**src/rtl/rtc_counter.sv**
```systemverilog
// BCD calendar/clock: loadable date/time that advances once per CLK_DIV cycles,
// carrying through month lengths, leap years and the 9999 -> 0000 year wrap.
module rtc_counter #(
    parameter int unsigned CLK_DIV = 100_000_000
) (
    input  logic        clk,
    input  logic        rst,
    input  logic        run,
    input  logic        load,
    input  logic [15:0] set_year,
    input  logic [7:0]  set_month,
    input  logic [7:0]  set_day,
    input  logic [7:0]  set_hour,
    input  logic [7:0]  set_minute,
    input  logic [7:0]  set_sec,
    input  logic [3:0]  set_week,
    output logic [15:0] year,
    output logic [7:0]  month,
    output logic [7:0]  day,
    output logic [7:0]  hour,
    output logic [7:0]  minute,
    output logic [7:0]  sec,
    output logic [3:0]  week,
    output logic        sec_pulse
);

    localparam int unsigned    PW        = (CLK_DIV > 1) ? $clog2(CLK_DIV) : 1;
    localparam logic [PW-1:0]  PRESC_MAX = PW'(CLK_DIV - 1);

    logic [PW-1:0] r_presc;
    logic [15:0]   r_year;
    logic [7:0]    r_month, r_day, r_hour, r_minute, r_sec;
    logic [3:0]    r_week;
    logic          r_pulse;

    logic          w_tick;
    logic          w_leap;
    logic [7:0]    w_dim;
    logic          w_c_sec, w_c_min, w_c_hour, w_c_day, w_c_month;
    logic [15:0]   w_year_n;
    logic [7:0]    w_month_n, w_day_n, w_hour_n, w_minute_n, w_sec_n;
    logic [3:0]    w_week_n;

    function automatic logic [7:0] bcd2_inc(input logic [7:0] v);
        if (v[3:0] >= 4'd9) return {v[7:4] + 4'd1, 4'd0};
        else                return {v[7:4], v[3:0] + 4'd1};
    endfunction

    function automatic logic [15:0] bcd4_inc(input logic [15:0] v);
        logic [15:0] r;
        logic        c;
        r = v;
        c = 1'b1;
        for (int unsigned i = 0; i < 4; i++) begin
            if (c) begin
                if (v[4*i +: 4] >= 4'd9) begin
                    r[4*i +: 4] = 4'd0;
                end else begin
                    r[4*i +: 4] = v[4*i +: 4] + 4'd1;
                    c = 1'b0;
                end
            end
        end
        return r;
    endfunction

    // Two BCD digits divisible by 4: even tens with units 0/4/8, odd tens with 2/6.
    function automatic logic bcd_div4(input logic [7:0] b);
        if (!b[4]) return (b[3:0] == 4'd0) || (b[3:0] == 4'd4) || (b[3:0] == 4'd8);
        else       return (b[3:0] == 4'd2) || (b[3:0] == 4'd6);
    endfunction

    assign w_tick = run && (r_presc == PRESC_MAX);
    assign w_leap = (r_year[7:0] != 8'h00) ? bcd_div4(r_year[7:0]) : bcd_div4(r_year[15:8]);

    always_comb begin
        w_dim = 8'h31;
        case (r_month)
            8'h04, 8'h06, 8'h09, 8'h11: w_dim = 8'h30;
            8'h02:                      w_dim = w_leap ? 8'h29 : 8'h28;
            default:                    w_dim = 8'h31;
        endcase
    end

    // Each field carries only when every lower field is at or past its limit.
    always_comb begin
        w_c_sec    = r_sec >= 8'h59;
        w_c_min    = w_c_sec && (r_minute >= 8'h59);
        w_c_hour   = w_c_min && (r_hour >= 8'h23);
        w_c_day    = w_c_hour && (r_day >= w_dim);
        w_c_month  = w_c_day && (r_month >= 8'h12);

        w_sec_n    = w_c_sec ? 8'h00 : bcd2_inc(r_sec);
        w_minute_n = r_minute;
        w_hour_n   = r_hour;
        w_day_n    = r_day;
        w_month_n  = r_month;
        w_year_n   = r_year;
        w_week_n   = r_week;
        if (w_c_sec)   w_minute_n = (r_minute >= 8'h59) ? 8'h00 : bcd2_inc(r_minute);
        if (w_c_min)   w_hour_n   = (r_hour >= 8'h23) ? 8'h00 : bcd2_inc(r_hour);
        if (w_c_hour) begin
            w_day_n  = (r_day >= w_dim) ? 8'h01 : bcd2_inc(r_day);
            w_week_n = (r_week == 4'd6) ? 4'd0 : r_week + 4'd1;
        end
        if (w_c_day)   w_month_n  = (r_month >= 8'h12) ? 8'h01 : bcd2_inc(r_month);
        if (w_c_month) w_year_n   = bcd4_inc(r_year);
    end

    always_ff @(posedge clk) begin
        if (rst) begin
            r_presc  <= '0;
            r_year   <= 16'h2023;
            r_month  <= 8'h01;
            r_day    <= 8'h01;
            r_hour   <= 8'h00;
            r_minute <= 8'h00;
            r_sec    <= 8'h00;
            r_week   <= 4'd0;
            r_pulse  <= 1'b0;
        end else if (load) begin
            r_presc  <= '0;
            r_year   <= set_year;
            r_month  <= set_month;
            r_day    <= set_day;
            r_hour   <= set_hour;
            r_minute <= set_minute;
            r_sec    <= set_sec;
            r_week   <= set_week;
            r_pulse  <= 1'b0;
        end else begin
            r_pulse <= w_tick;
            if (run) r_presc <= w_tick ? '0 : r_presc + 1'b1;
            if (w_tick) begin
                r_year   <= w_year_n;
                r_month  <= w_month_n;
                r_day    <= w_day_n;
                r_hour   <= w_hour_n;
                r_minute <= w_minute_n;
                r_sec    <= w_sec_n;
                r_week   <= w_week_n;
            end
        end
    end

    assign year      = r_year;
    assign month     = r_month;
    assign day       = r_day;
    assign hour      = r_hour;
    assign minute    = r_minute;
    assign sec       = r_sec;
    assign week      = r_week;
    assign sec_pulse = r_pulse;

endmodule

```
**config.mk**
```make
export PLATFORM = sky130hd
export DESIGN_NAME = rtc_counter
export DESIGN_NICKNAME = d
export VERILOG_FILES = /design/src/rtl/rtc_counter.sv
export SDC_FILE = /design/constraint.sdc
export NUM_CORES = 1
export LEC_CHECK = 0
export BUFFER_PORTS_ARGS = -buffer_cell sky130_fd_sc_hd__buf_2
export CAP_MARGIN = 20
export CORE_MARGIN = 2
export CORE_UTILIZATION = 45
export DETAILED_ROUTE_END_ITERATION = 7
export GPL_ROUTABILITY_DRIVEN = 0
export HOLD_SLACK_MARGIN = 0.06
export PLACE_DENSITY = 0.69
export SLEW_MARGIN = 5
export SYNTH_ARGS = -nofsm -noshare
export SYNTH_HDL_FRONTEND = slang
export SYNTH_SLANG_ARGS = --single-unit
```
**constraint.sdc**
```tcl
create_clock -name clk -period 7.4 [get_ports clk]
set_clock_uncertainty 0.05 [all_clocks]
set_input_delay 0.74 -clock clk [delete_from_list [all_inputs] [get_ports clk]]
set_output_delay 0.74 -clock clk [all_outputs]
set_load 0.005 [all_outputs]
```
# Yosys cells after proc, flatten, opt, wreduce, memory -nomap -nowiden
# Index checks and enable logic that the tools add are counted.
# word_totals
register_bits	88
inputBits	64
out_inout_bits	61
wordCells	157
# op_classes
add_sub_neg	16
order_cmp	14
n_eq_ne	15
muxes	52
reduce_logical	43
# op_table
operator	n
two-way mux 8 bit	24
adder 4 x 1 -> 4 bit, second input constant	15
two-way mux 16 bit	3
two-way mux 4 bit	11
greater-or-equal comparator 4 bit, second input constant	9
adder 27 x 1 -> 27 bit, second input constant	1
== test 27 bit, second input constant	1
two-way mux 27 bit	1
AND reduction 3 bit	7
== test 4 x 3 -> 1 bit, second input constant	5
nonzero test 2 bit	9
== test 8 x 3 -> 1 bit, second input constant	2
greater-or-equal comparator 8 x 7 -> 1 bit, second input constant	2
nonzero test 3 bit	5
two-way mux 1 bit	12
AND reduction 2 bit	6
case mux 5 bit (2 select lines)	1
== test 4 x 2 -> 1 bit, second input constant	2
== test 4 bit, second input constant	2
== test 8 x 2 -> 1 bit, second input constant	1
== test 8 x 4 -> 1 bit, second input constant	1
== test 8 x 5 -> 1 bit, second input constant	1
greater-or-equal comparator 8 x 5 -> 1 bit, second input constant	1
greater-or-equal comparator 8 x 6 -> 1 bit, second input constant	1
7 further kinds	17

# Logic depth before layout (Yosys ltp)
# Gate-level depths: netlist of the first run.
# logic_depth
depth_word	19
ltp_mapped	15
ltp_nobuf	14

# Least setup slack after synthesis of the first run
# No wires, ideal clock.
# synth_timing
path_kind	reg2reg
from	register r_year[0] (netlist: year[0])
to	register r_year[11] (netlist: year[11])
setup_ps	91
t_arrival_ps	3022
required_ps	7259
slack_ps	4237
path_stages_with_launch	15
path_buffers	0
period_less_slack_ps	3163
path_cell_list	dfxtp_1 -> inv_1 -> ha_1 -> nand2_1 -> nor4_1 -> mux2_2 -> nor2_1 -> a21oi_1 -> ha_1 -> nor4b_1 -> o21ai_0 -> nor2_1 -> nor3_1 -> a21oi_1 -> a311oi_1
# synth_via
elab_chain_len	12
elab_cells_between_ends	24
classes_between	order compare: 2; eq/ne: 4; mux: 8; reduce/logical: 10
# synth_rtl
item	line	text
from (decl)	31	logic [15:0] r_year;
from (signal assigned)	123	r_year <= set_year;
from (signal assigned)	135	r_year <= w_year_n;
== test 4 x 3 -> 1 bit or zero test 4 bit (tied branches)	69	if (!b[4]) return (b[3:0] == 4'd0) || (b[3:0] == 4'd4) || (b[3:0] == 4'd8);
logical OR 1 bit (2 in series)	69	
two-way mux 1 bit	69	
two-way mux 1 bit	74	assign w_leap = (r_year[7:0] != 8'h00) ? bcd_div4(r_year[7:0]) : bcd_div4(r_year[15:8]);
two-way mux 1 bit	80	8'h02: w_dim = w_leap ? 8'h29 : 8'h28;
case mux 5 bit (2 select lines)	78	case (r_month)
greater-or-equal comparator 8 bit	90	w_c_day = w_c_hour && (r_day >= w_dim);
logical AND 1 bit	90	
logical AND 1 bit	91	w_c_month = w_c_day && (r_month >= 8'h12);
nonzero test 2 bit (no source line)	-	
AND reduction 3 bit (no source line) (*)	-	
# Every way passes the cells marked *; elsewhere a longest branch is shown, timed or not. The select of a mux whose other input is x is not followed.
# A chain may end at the register's enable or synchronous reset.

# Worst setup path after layout of the first run
# layout_timing
from	register r_year[0] (netlist: year[0])
to	register r_year[10] (netlist: year[10])
# The elaborated chain is that of the path after synthesis.

==> metrics.txt, run 1 <==
Post-synth EDFFs=0; Routed WL=15.0 mm; compound-cell area share of the yosys netlist=a little under a quarter; largest family of logic cells by synthesized area=compound AO/OA/AOI/OAI gates; number of setup buffers added after CTS=0; vias per inst=~6; Worst-path clk slew=approximately 70 ps; I/O pins=roughly 130; Lkg Pwr=~2.6 nW; initial antenna violation count=0; WP data required=between 7000 and 8000 ps; CTS Hold Bufs=0; unrepaired setup endpoints after global routing=no; CTS tree=done; hold crit path type=flop to flop; worst path arrival time=just over 4000 ps; crit path kind=flop to flop; crit path capture=year[10]$_SDFFE_PP0P_; adder-cell share of the synthesized area=11.1%; max_cap viols=0; Clk Latency, worst-skew pair=~350 ps; CORE AREA=approximately 0.012 mm²; Post-DRT Antenna Nets=0; die height=about 110 µm; synthesized area per cell=just over 8 µm²; Final Cycle Share=between 50% and 60%; H-tree depth=3; Slew Limit Fails=0; distinct cell type count after synthesis=67; Syn Nets=about 770; Port Buffers=roughly 120; Buffers & Inverters on Critical Path=1; worst-path cell chain=inv_1 > ha_1 > nand2_1 > nor4_1 > mux2_2 > nor2_1 > a21oi_1 > ha_1 > nor4b_1 > o21ai_0 > nor2_1 > nor3_1 > a31o_2 > a21oi_1; number of global-route vias before repair=roughly 5000; clock root cell=clkbuf_16; TritonCTS Buffers=9; Worst R2R Start=year[0]$_SDFFE_PP1P_; r2r worst-path depth=14; remaining global-route overflow=0; final hold violations=0; placed wire-length estimate=roughly 11 mm; nets=877; P&R area growth vs syn=19.3%; Max-slew headroom=38.0%; total track usage=roughly 23%; internal reg-to-reg setup slack=between 3000 and 4000 ps; top_reg_cell synth=dfxtp_1; worst vdd ir=approximately 0.11 mV; register bit total from synthesis=88; Synth Instances=between 600 and 700; fraction of registers with async set or reset after synthesis=0%; num rows=40; Synth Warn #=0; Initial Utilization=between 40% and 50%; Avg WL per Cell=approximately 16 µm; Final Setup Violations=0; clk buf depth=2; Netlist Area Pre-Place=between 0.005 and 0.006 mm²; DR vias=approximately 5300; Worst-Margin Slew=approximately 900 ps; non-filler cells, final=around 920; drt pass-1 iters=5; Setup crit start=year[0]$_SDFFE_PP1P_; critical path's slowest cell=nor2_1; fin crit period=3800 ps; Die Area=around 0.013 mm²; post_cts resized=0; first-pass GRT wire length=between 20 and 25 mm; Initial DRC Count=~360; Synth Area in XOR/XNOR=between 4 and 5%; status=complete, no violations; layout cells sized above 1=approximately a fifth; setup TNS=0 ps; Final Hold Slack=472 ps; CP peak stage delay=approximately 600 ps; Max Freq=around 0.26 GHz; Die X=around 110 µm; Inserted Diodes=0; power per cell area=around 180 mW/mm²; cell count along the critical path=14; largest fanout on the critical path=8; dpl cells=900; CP delay by family, top=simple AND/OR/NAND/NOR gates; Synth Area in Simple Gates=between 20% and 30%; multiplexer area fraction after synthesis=less than 1%; terminus of the critical flop-to-flop path=year[10]$_SDFFE_PP0P_; FILL cells=~1100; largest net degree at the start of global routing=67; DRC Markers=0; Crit. End Element=flop; Num Clock Sinks=88; Startpoint Class=flop; sequential area share after synthesis=between 30% and 40%
[worst min-delay path, stage by stage, from the launching register on]
cell and delay, ps:
dfxtp_1 340, nand2b_1 80, a21oi_1 60
[cells in the mapped netlist (5+ instances only)]
master	number	area share [%]
dfxtp_1	88	33
nor2_1	73	5.1
a21oi_1	54	5.0
nand2_1	49	3.4
ha_1	48	11
inv_1	38	2.6
nand3_1	31	2.9
o21ai_0	23	2.1
nor3_1	20	1.8
a211oi_1	18	2.5
xnor2_1	17	2.7
clkbuf_1	15	1.0
a22oi_1	13	1.8
a311oi_1	13	2.1
nand4_1	11	1.3
xor2_1	9	1.5
a32o_1	8	1.5
o31ai_1	8	1.1
a32oi_1	7	1.1
or3_1	7	0.81
nor4_1	6	0.69
buf_1	5	0.35
buf_2	5	0.46
nor2b_1	5	0.58
o211ai_1	5	0.69
[layout by cell type (no fill, tap or decap), types with 5 or more instances in the layout]
cell type	count
nor2_1	73
dfxtp_1	88
o31ai_1	8
a22oi_1	13
buf_2	124
xnor2_1	17
or3_1	7
nor3_1	20
inv_1	38
nand2_1	49
o21ai_0	23
ha_1	48
a32oi_1	7
a311oi_1	13
a21oi_1	54
clkbuf_16	9
xor2_1	9
o211ai_1	5
a211oi_1	18
nor2b_1	5
nor4_1	6
nand4_1	11
nand3_1	31
a32o_1	8
[how the worst min path moves through the flow]
stage | cells after the start | start | endpoint | slack [ps]
final | 2 | minute[7]$_SDFFE_PP0P_ | minute[7]$_SDFFE_PP0P_ | 470
after global routing | 2 | week[2]$_SDFFE_PP0P_ | week[2]$_SDFFE_PP0P_ | 500
after CTS | 2 | week[2]$_SDFFE_PP0P_ | week[2]$_SDFFE_PP0P_ | 470
after detailed placement | 2 | week[2]$_SDFFE_PP0P_ | week[2]$_SDFFE_PP0P_ | 460
after global placement | 2 | r_presc[20]$_SDFFE_PP0P_ | r_presc[20]$_SDFFE_PP0P_ | 430
after floorplan | 2 | r_presc[20]$_SDFFE_PP0P_ | r_presc[20]$_SDFFE_PP0P_ | 420
[logic make-up (layout without fill, tap and decap cells)]
| family | Yosys count | count (layout) |
|---|---|---|
| simple gates | 238 | 238 |
| compound gates | 183 | 183 |
| flops | 88 | 88 |
| buf+inv | 66 | 182 |
| fa+ha+maj | 48 | 48 |
| xor+xnor | 26 | 26 |
| mux | 5 | 5 |
[power by group]
part | internal [mW] | switching, mW | total, mW
registers | 0.485 | 0.0174 | 0.502
logic | 0.0561 | 0.0884 | 0.144
clock network | 0.298 | 0.201 | 0.499
total | 0.839 | 0.307 | 1.15
[per-stage QoR]
stage          instance area (µm²)  worst slack [ps]  power, mW  util, %
6_report                      6460              3600       1.15     54.5
5_1_grt                       6460              3210       1.19     54.5
4_1_cts                       6440              3670       1.15     54.3
3_5_place_dp                  6120              3690      0.654     51.6
3_3_place_gp                  6120              3780      0.650     51.6
2_1_floorplan                 5420              4240      0.600        -
[flip-flops by register name, summed over array words and instances (netlist names)]
name	cells
r_presc	27
year	16
day	8
hour	8
minute	8
month	8
sec	8
week	4
sec_pulse	1
[area by class of cell]
cell class / instances / area, µm² / area share, %
Multi-Input combinational cell: 500 / 3390 / 52.5
Sequential cell: 88 / 1760 / 27.3
Timing Repair Buffer: 127 / 651 / 10.1
Clock buffer: 10 / 229 / 3.54
Tap cell: 147 / 184 / 2.85
Inverter: 39 / 146 / 2.27
Clock inverter: 6 / 93.8 / 1.45
[metal layers]
layer  up-vias  wire (µm)  global-route usage, %
met5         -          0                      0
met4         0        351                   8.70
met3        30        889                   3.56
met2       181       6940                   37.8
met1      2510       6830                   30.7
li1       2627          -                      -
(Power assumes the default switching activity.)
==> inputs of run 2 (changes only) <==
Settings changed: PLACE_DENSITY 0.69 to 0.71.
Clock period 7.4 ns to 3.3 ns, I/O delays scaled along.
==> metrics.txt, run 2 (synthesis gave the netlist of run 1 again) <==
status=complete, no violations (unchanged); leading cell types in the layout, fill and taps excluded=buf_2 (124), dfxtp_1 (86), nor2_1 (71) (was buf_2 (124), dfxtp_1 (88), nor2_1 (73)); I/O pins=125 (unchanged); internal reg-to-reg setup slack=90 ps (was 3600 ps); die height=114 µm (unchanged); WHS Path Cells=3 (was 2); initial antenna violation count=0 (unchanged); P&R area growth vs syn=25.3% (was 19.3%); WP data required=3490 ps (was 7620 ps); Post-DRT Antenna Nets=0 (unchanged); r2r worst-path depth=16 (was 14); Final Setup Violations=0 (unchanged); H-tree depth=3 (unchanged); CTS Hold Bufs=0 (unchanged); DR vias=5562 (was 5348); placed wire-length estimate=11.6 mm (was 11.0 mm); Startpoint Class=flop (unchanged); power per cell area=392 mW/mm² (was 177 mW/mm²); Max-slew headroom=47.3% (was 38.0%); WL met3=881 µm (was 889 µm); Reg with most FFs=r_presc (unchanged); Slew Limit Fails=0 (unchanged); length of routed met2 wiring=7.66 mm (was 6.94 mm); FILL cells=1094 (was 1090); number of global-route vias before repair=5219 (was 4970); Max Freq=0.312 GHz (was 0.263 GHz); worst vdd ir=0.215 mV (was 0.112 mV); max reg flops=27 (unchanged); DP Area=0.00637 mm² (was 0.00612 mm²); most common cell after layout, fill and taps aside=buf_2 (unchanged); clk buf depth=2 (unchanged); Final Cycle Share=97.2% (was 51.4%); hold crit path type=input port to flop (was flop to flop); Die X=114 µm (unchanged); Metal-1 WL=6.92 mm (was 6.83 mm); Initial Utilization=45.7% (unchanged); first-pass GRT wire length=25.4 mm (was 24.2 mm); Lkg Pwr=2.78 nW (was 2.60 nW); clock root cell=clkbuf_16 (unchanged); Crit. End Element=flop (unchanged); remaining global-route overflow=0 (unchanged); Worst-Margin Slew=784 ps (was 927 ps); setup TNS=0 ps (unchanged); TritonCTS Buffers=9 (unchanged); Clk Latency, worst-skew pair=350 ps (about the same); largest net degree at the start of global routing=37 (was 67); fin crit period=3210 ps (was 3800 ps); Num Clock Sinks=88 (unchanged); Inserted Diodes=0 (unchanged); nets=911 (was 877); CTS tree=done (unchanged); drt pass-1 iters=5 (unchanged); num rows=40 (unchanged); Initial DRC Count=402 (was 362); final instance area=0.00678 mm² (was 0.00646 mm²); DRC Markers=0 (unchanged); crit path kind=flop to flop (unchanged); CORE AREA=0.0119 mm² (unchanged); layout cells sized above 1=26.0% (was 21.0%); top layer reached by signal wires=met4 (unchanged); max_cap viols=0 (unchanged); worst path arrival time=3400 ps (was 4030 ps); Final Hold Slack=183 ps (was 472 ps); Die Area=0.0129 mm² (unchanged); unrepaired setup endpoints after global routing=yes (was no); Routed WL=15.7 mm (was 15.0 mm); Avg WL per Cell=16.5 µm (was 16.4 µm); largest fanout on the critical path=5 (was 8); Port Buffers=124 (unchanged); Worst-path clk slew=60 ps (was 70 ps); total track usage=24.4% (was 23.0%); vias per inst=5.85 (was 5.83); final hold violations=0 (unchanged)
[run 2: cell count changes in the layout (fill, tap and decap cells not counted), sizes merged]
cell      previous run  this run
buf                127       161
clkinv               4         1
clkbuf              10        12
clkinvlp             1         0
bufinv               2         3
[run 2: worst max-delay path: stages, from the launching register on]
cell and delay, ps:
dfxtp_4 370, inv_2 90, ha_2 180, o211ai_1 90, a21oi_1 170, a31oi_1 70
nor3_2 200, buf_4 150, nor2_1 40, ha_1 330, nand3_2 90, o21ai_2 250
nor2_2 80, buf_4 160, nor4_4 330, nand2_1 130, a211o_1 310
[run 2: final timing paths]
kind,start,end
min,set_minute[7],minute[7]$_SDFFE_PP0P_
max reg2reg,month[0]$_SDFFE_PP1P_,year[13]$_SDFFE_PP1P_
min reg2reg,r_presc[20]$_SDFFE_PP0P_,r_presc[20]$_SDFFE_PP0P_
max,month[0]$_SDFFE_PP1P_,year[13]$_SDFFE_PP1P_
[run 2: area by class of cell]
| type | count | area (µm²) | area share, % |
|---|---|---|---|
| Clock buffer | 12 | 246 | 3.63 |
| Clock inverter | 3 | 90.1 | 1.33 |
| Inverter | 39 | 146 | 2.16 |
| Multi-Input combinational cell | 500 | 3450 | 50.9 |
| Sequential cell | 88 | 1770 | 26.0 |
| Tap cell | 147 | 184 | 2.71 |
| Timing Repair Buffer | 161 | 898 | 13.2 |
[run 2: metrics by stage]
step	instances	power, mW	setup WS, ps	utilization (%)
4_1_cts	949	2.67	11.1	56.6
6_report	950	2.66	90.8	57.2
3_3_place_gp	933	1.48	121	53.7
5_1_grt	950	2.77	-77.9	57.2
2_1_floorplan	654	1.35	137	-
3_5_place_dp	933	1.49	-74.5	53.7
[run 2: power breakdown]
group	internal, mW	total, mW	switching, mW
combinational	0.142	0.352	0.209
sequential	1.09	1.12	0.0373
clock	0.757	1.18	0.424
total	1.99	2.66	0.671
[run 2: per-layer routing]
layer  vias up  track usage [%]
met5         -                0
met2       175             40.7
met1      2666             31.3
met4         0             9.59
li1       2698                -
met3        23             4.46
[run 2: timing repair]
item / CTS / global route
endpoints found under the hold margin: 0 / 0
setup buffers: 1 / 1
endpoints found under the setup margin: 9 / 31
resized for setup: 1 / 19
pin swaps: 0 / 8
==> inputs of run 3 (changes only) <==
Settings changed: PLACE_DENSITY 0.71 to unset, PLACE_DENSITY_LB_ADDON set to 0.3.
==> metrics.txt, run 3 (synthesis gave the netlist of run 1 again) <==
max reg flops=27 (unchanged); Initial Utilization=45.7% (unchanged); layout cells sized above 1=27.6% (was 26.0%); vias per inst=5.82 (was 5.85); DR vias=5525 (was 5562); Worst-path clk slew=70 ps (was 60 ps); length of routed met2 wiring=7.65 mm (was 7.66 mm); Routed WL=15.7 mm (about the same); Setup crit start=month[1]$_SDFFE_PP0P_ (was month[0]$_SDFFE_PP1P_); Reg with most FFs=r_presc (unchanged); Avg WL per Cell=16.6 µm (was 16.5 µm); power per cell area=380 mW/mm² (was 392 mW/mm²); WP data required=3480 ps (was 3490 ps); NetSw=0.688 mW (was 0.671 mW); Worst R2R Start=month[1]$_SDFFE_PP0P_ (was month[0]$_SDFFE_PP1P_); DRC Markers=0 (unchanged); number of global-route vias before repair=5370 (was 5219); non-filler cells, final=949 (was 950); CORE AREA=0.0119 mm² (unchanged); total track usage=24.4% (about the same); die height=114 µm (unchanged); max_cap viols=0 (unchanged); Startpoint Class=flop (unchanged); status=complete, no violations (unchanged); post-place setup slack=-36.9 ps (was -74.5 ps); Num Clock Sinks=88 (unchanged); Inserted Diodes=0 (unchanged); worst-path cell chain=inv_2 > ha_1 > o211ai_1 > a21oi_2 > a31oi_1 > nor3_1 > buf_4 > a21oi_2 > ha_4 > nor4b_4 > o21ai_2 > or2_4 > nand4_1 > buf_4 > nor3_1 > a211o_1 (was inv_2 > ha_2 > o211ai_1 > a21oi_1 > a31oi_1 > nor3_2 > buf_4 > nor2_1 > ha_1 > nand3_2 > o21ai_2 > nor2_2 > buf_4 > nor4_4 > nand2_1 > a211o_1); Max Freq=0.314 GHz (was 0.312 GHz); Worst-Margin Slew=718 ps (was 784 ps); largest net degree at the start of global routing=36 (was 37); CTS tree=done (unchanged); placed wire-length estimate=11.5 mm (was 11.6 mm); first-pass GRT wire length=25.6 mm (was 25.4 mm); remaining global-route overflow=0 (unchanged); Buffers & Inverters on Critical Path=3 (unchanged); most common cell after layout, fill and taps aside=buf_2 (unchanged); clock root cell=clkbuf_16 (unchanged); Final Cycle Share=96.4% (was 97.2%); Metal-1 WL=6.89 mm (was 6.92 mm); largest fanout on the critical path=5 (unchanged); H-tree depth=3 (unchanged); Multi-input gate area=0.00352 mm² (was 0.00345 mm²); Initial DRC Count=500 (was 402); cell count along the critical path=16 (unchanged); Flop pwr share=43.3% (was 42.3%); Clk Latency, worst-skew pair=350 ps (about the same); Max-slew headroom=51.7% (was 47.3%); FF/Latch Area=0.00177 mm² (about the same); Die X=114 µm (unchanged); initial antenna violation count=0 (unchanged); Crit. End Element=flop (unchanged); hold crit path type=input port to flop (unchanged); critical path's slowest cell=dfxtp_4 (unchanged); I/O pins=125 (unchanged); CP delay by family, top=compound AO/OA/AOI/OAI gates (unchanged); FILL cells=1059 (was 1094); Internal=1.91 mW (was 1.99 mW); drt pass-1 iters=5 (unchanged); WL met3=792 µm (was 881 µm); switch share=26.5% (was 25.2%); Die Area=0.0129 mm² (unchanged); Port Buffers=124 (unchanged); top layer reached by signal wires=met4 (unchanged); leading cell types in the layout, fill and taps excluded=buf_2 (124), dfxtp_1 (83), nor2_1 (70) (was buf_2 (124), dfxtp_1 (86), nor2_1 (71)); r2r worst-path depth=16 (unchanged); nets=910 (was 911); CTS Hold Bufs=0 (unchanged); HP Start=set_minute[7] (unchanged); num rows=40 (unchanged); WHS Path Cells=3 (unchanged); dpl cells=930 (was 933); Clock Power Share=43.1% (was 44.5%); worst path arrival time=3370 ps (was 3400 ps); combinational power share=13.7% (was 13.2%); Lkg Pwr=2.76 nW (was 2.78 nW); Slew Limit Fails=0 (unchanged); P&R area growth vs syn=26.1% (was 25.3%); setup TNS=0 ps (unchanged); CP peak stage delay=370 ps (about the same); crit path kind=flop to flop (unchanged); worst vdd ir=0.237 mV (was 0.215 mV); final hold violations=0 (unchanged); TritonCTS Buffers=9 (unchanged); Final Setup Violations=0 (unchanged); Worst Setup Slack, final=119 ps (was 90.8 ps); Post-DRT Antenna Nets=0 (unchanged); clk buf depth=2 (unchanged); fin crit period=3180 ps (was 3210 ps)
-- run 3: cell types whose count changed in the layout (fill, tap and decap cells not counted), sizes merged --
| cell | change |
|---|---|
| clkinvlp | +1 |
| clkinv | +2 |
| bufinv | -1 |
| clkbuf | -2 |
| buf | -1 |
-- run 3: power by group through the flow --
stage | clock network, mW | logic (mW) | registers (mW)
6_report | 1.12 | 0.355 | 1.12
5_1_grt | 1.19 | 0.394 | 1.13
4_1_cts | 1.14 | 0.343 | 1.12
3_5_place_dp | 0 | 0.340 | 1.15
3_3_place_gp | 0 | 0.330 | 1.14
2_1_floorplan | 0 | 0.204 | 1.14
-- run 3: path summary, 6_finish.rpt --
check / to / slack [ps]
max reg2reg: year[5]$_SDFFE_PP1P_ / 120
min: minute[7]$_SDFFE_PP0P_ / 180
max: year[5]$_SDFFE_PP1P_ / 120
min reg2reg: month[0]$_SDFFE_PP1P_ / 440
-- run 3: final cells by class --
type | count | area share (%)
multi-input cells | 500 | 51.5
flip-flops and latches | 88 | 25.9
well taps | 147 | 2.69
repair buffers | 160 | 13.0
inverters | 39 | 2.14
clock inverters | 5 | 1.19
clock buffers | 10 | 3.50
-- run 3: metrics by stage --
step                util [%]  total power, mW  instance area, µm²  hold slack, ps
floorplan                  -             1.35                5420             416
global placement        53.5             1.47                6350             434
detailed placement      53.5             1.49                6350             448
CTS                     56.2             2.60                6670             174
global route            57.6             2.71                6830             194
finish                  57.6             2.60                6830             183
-- run 3: layer usage --
layer / vias up / track usage [%]
met4: 0 / 10.2
met3: 27 / 3.72
li1: 2706 / -
met5: - / 0
met2: 157 / 41.7
met1: 2635 / 30.8
-- run 3: what timing repair did --
action | in CTS | in global routing
gates resized for setup | 2 | 36
setup endpoints to repair | 10 | 30
setup buffers | 0 | 4
pin swaps | 1 | 10
-- run 3: worst reg2reg max path, delay by kind of cell (launching register included) --
family	cells	cell delay [ps]
compound gates	6	1060
flops	1	370
simple gates	5	840
fa+ha+maj	2	400
buf+inv	3	360
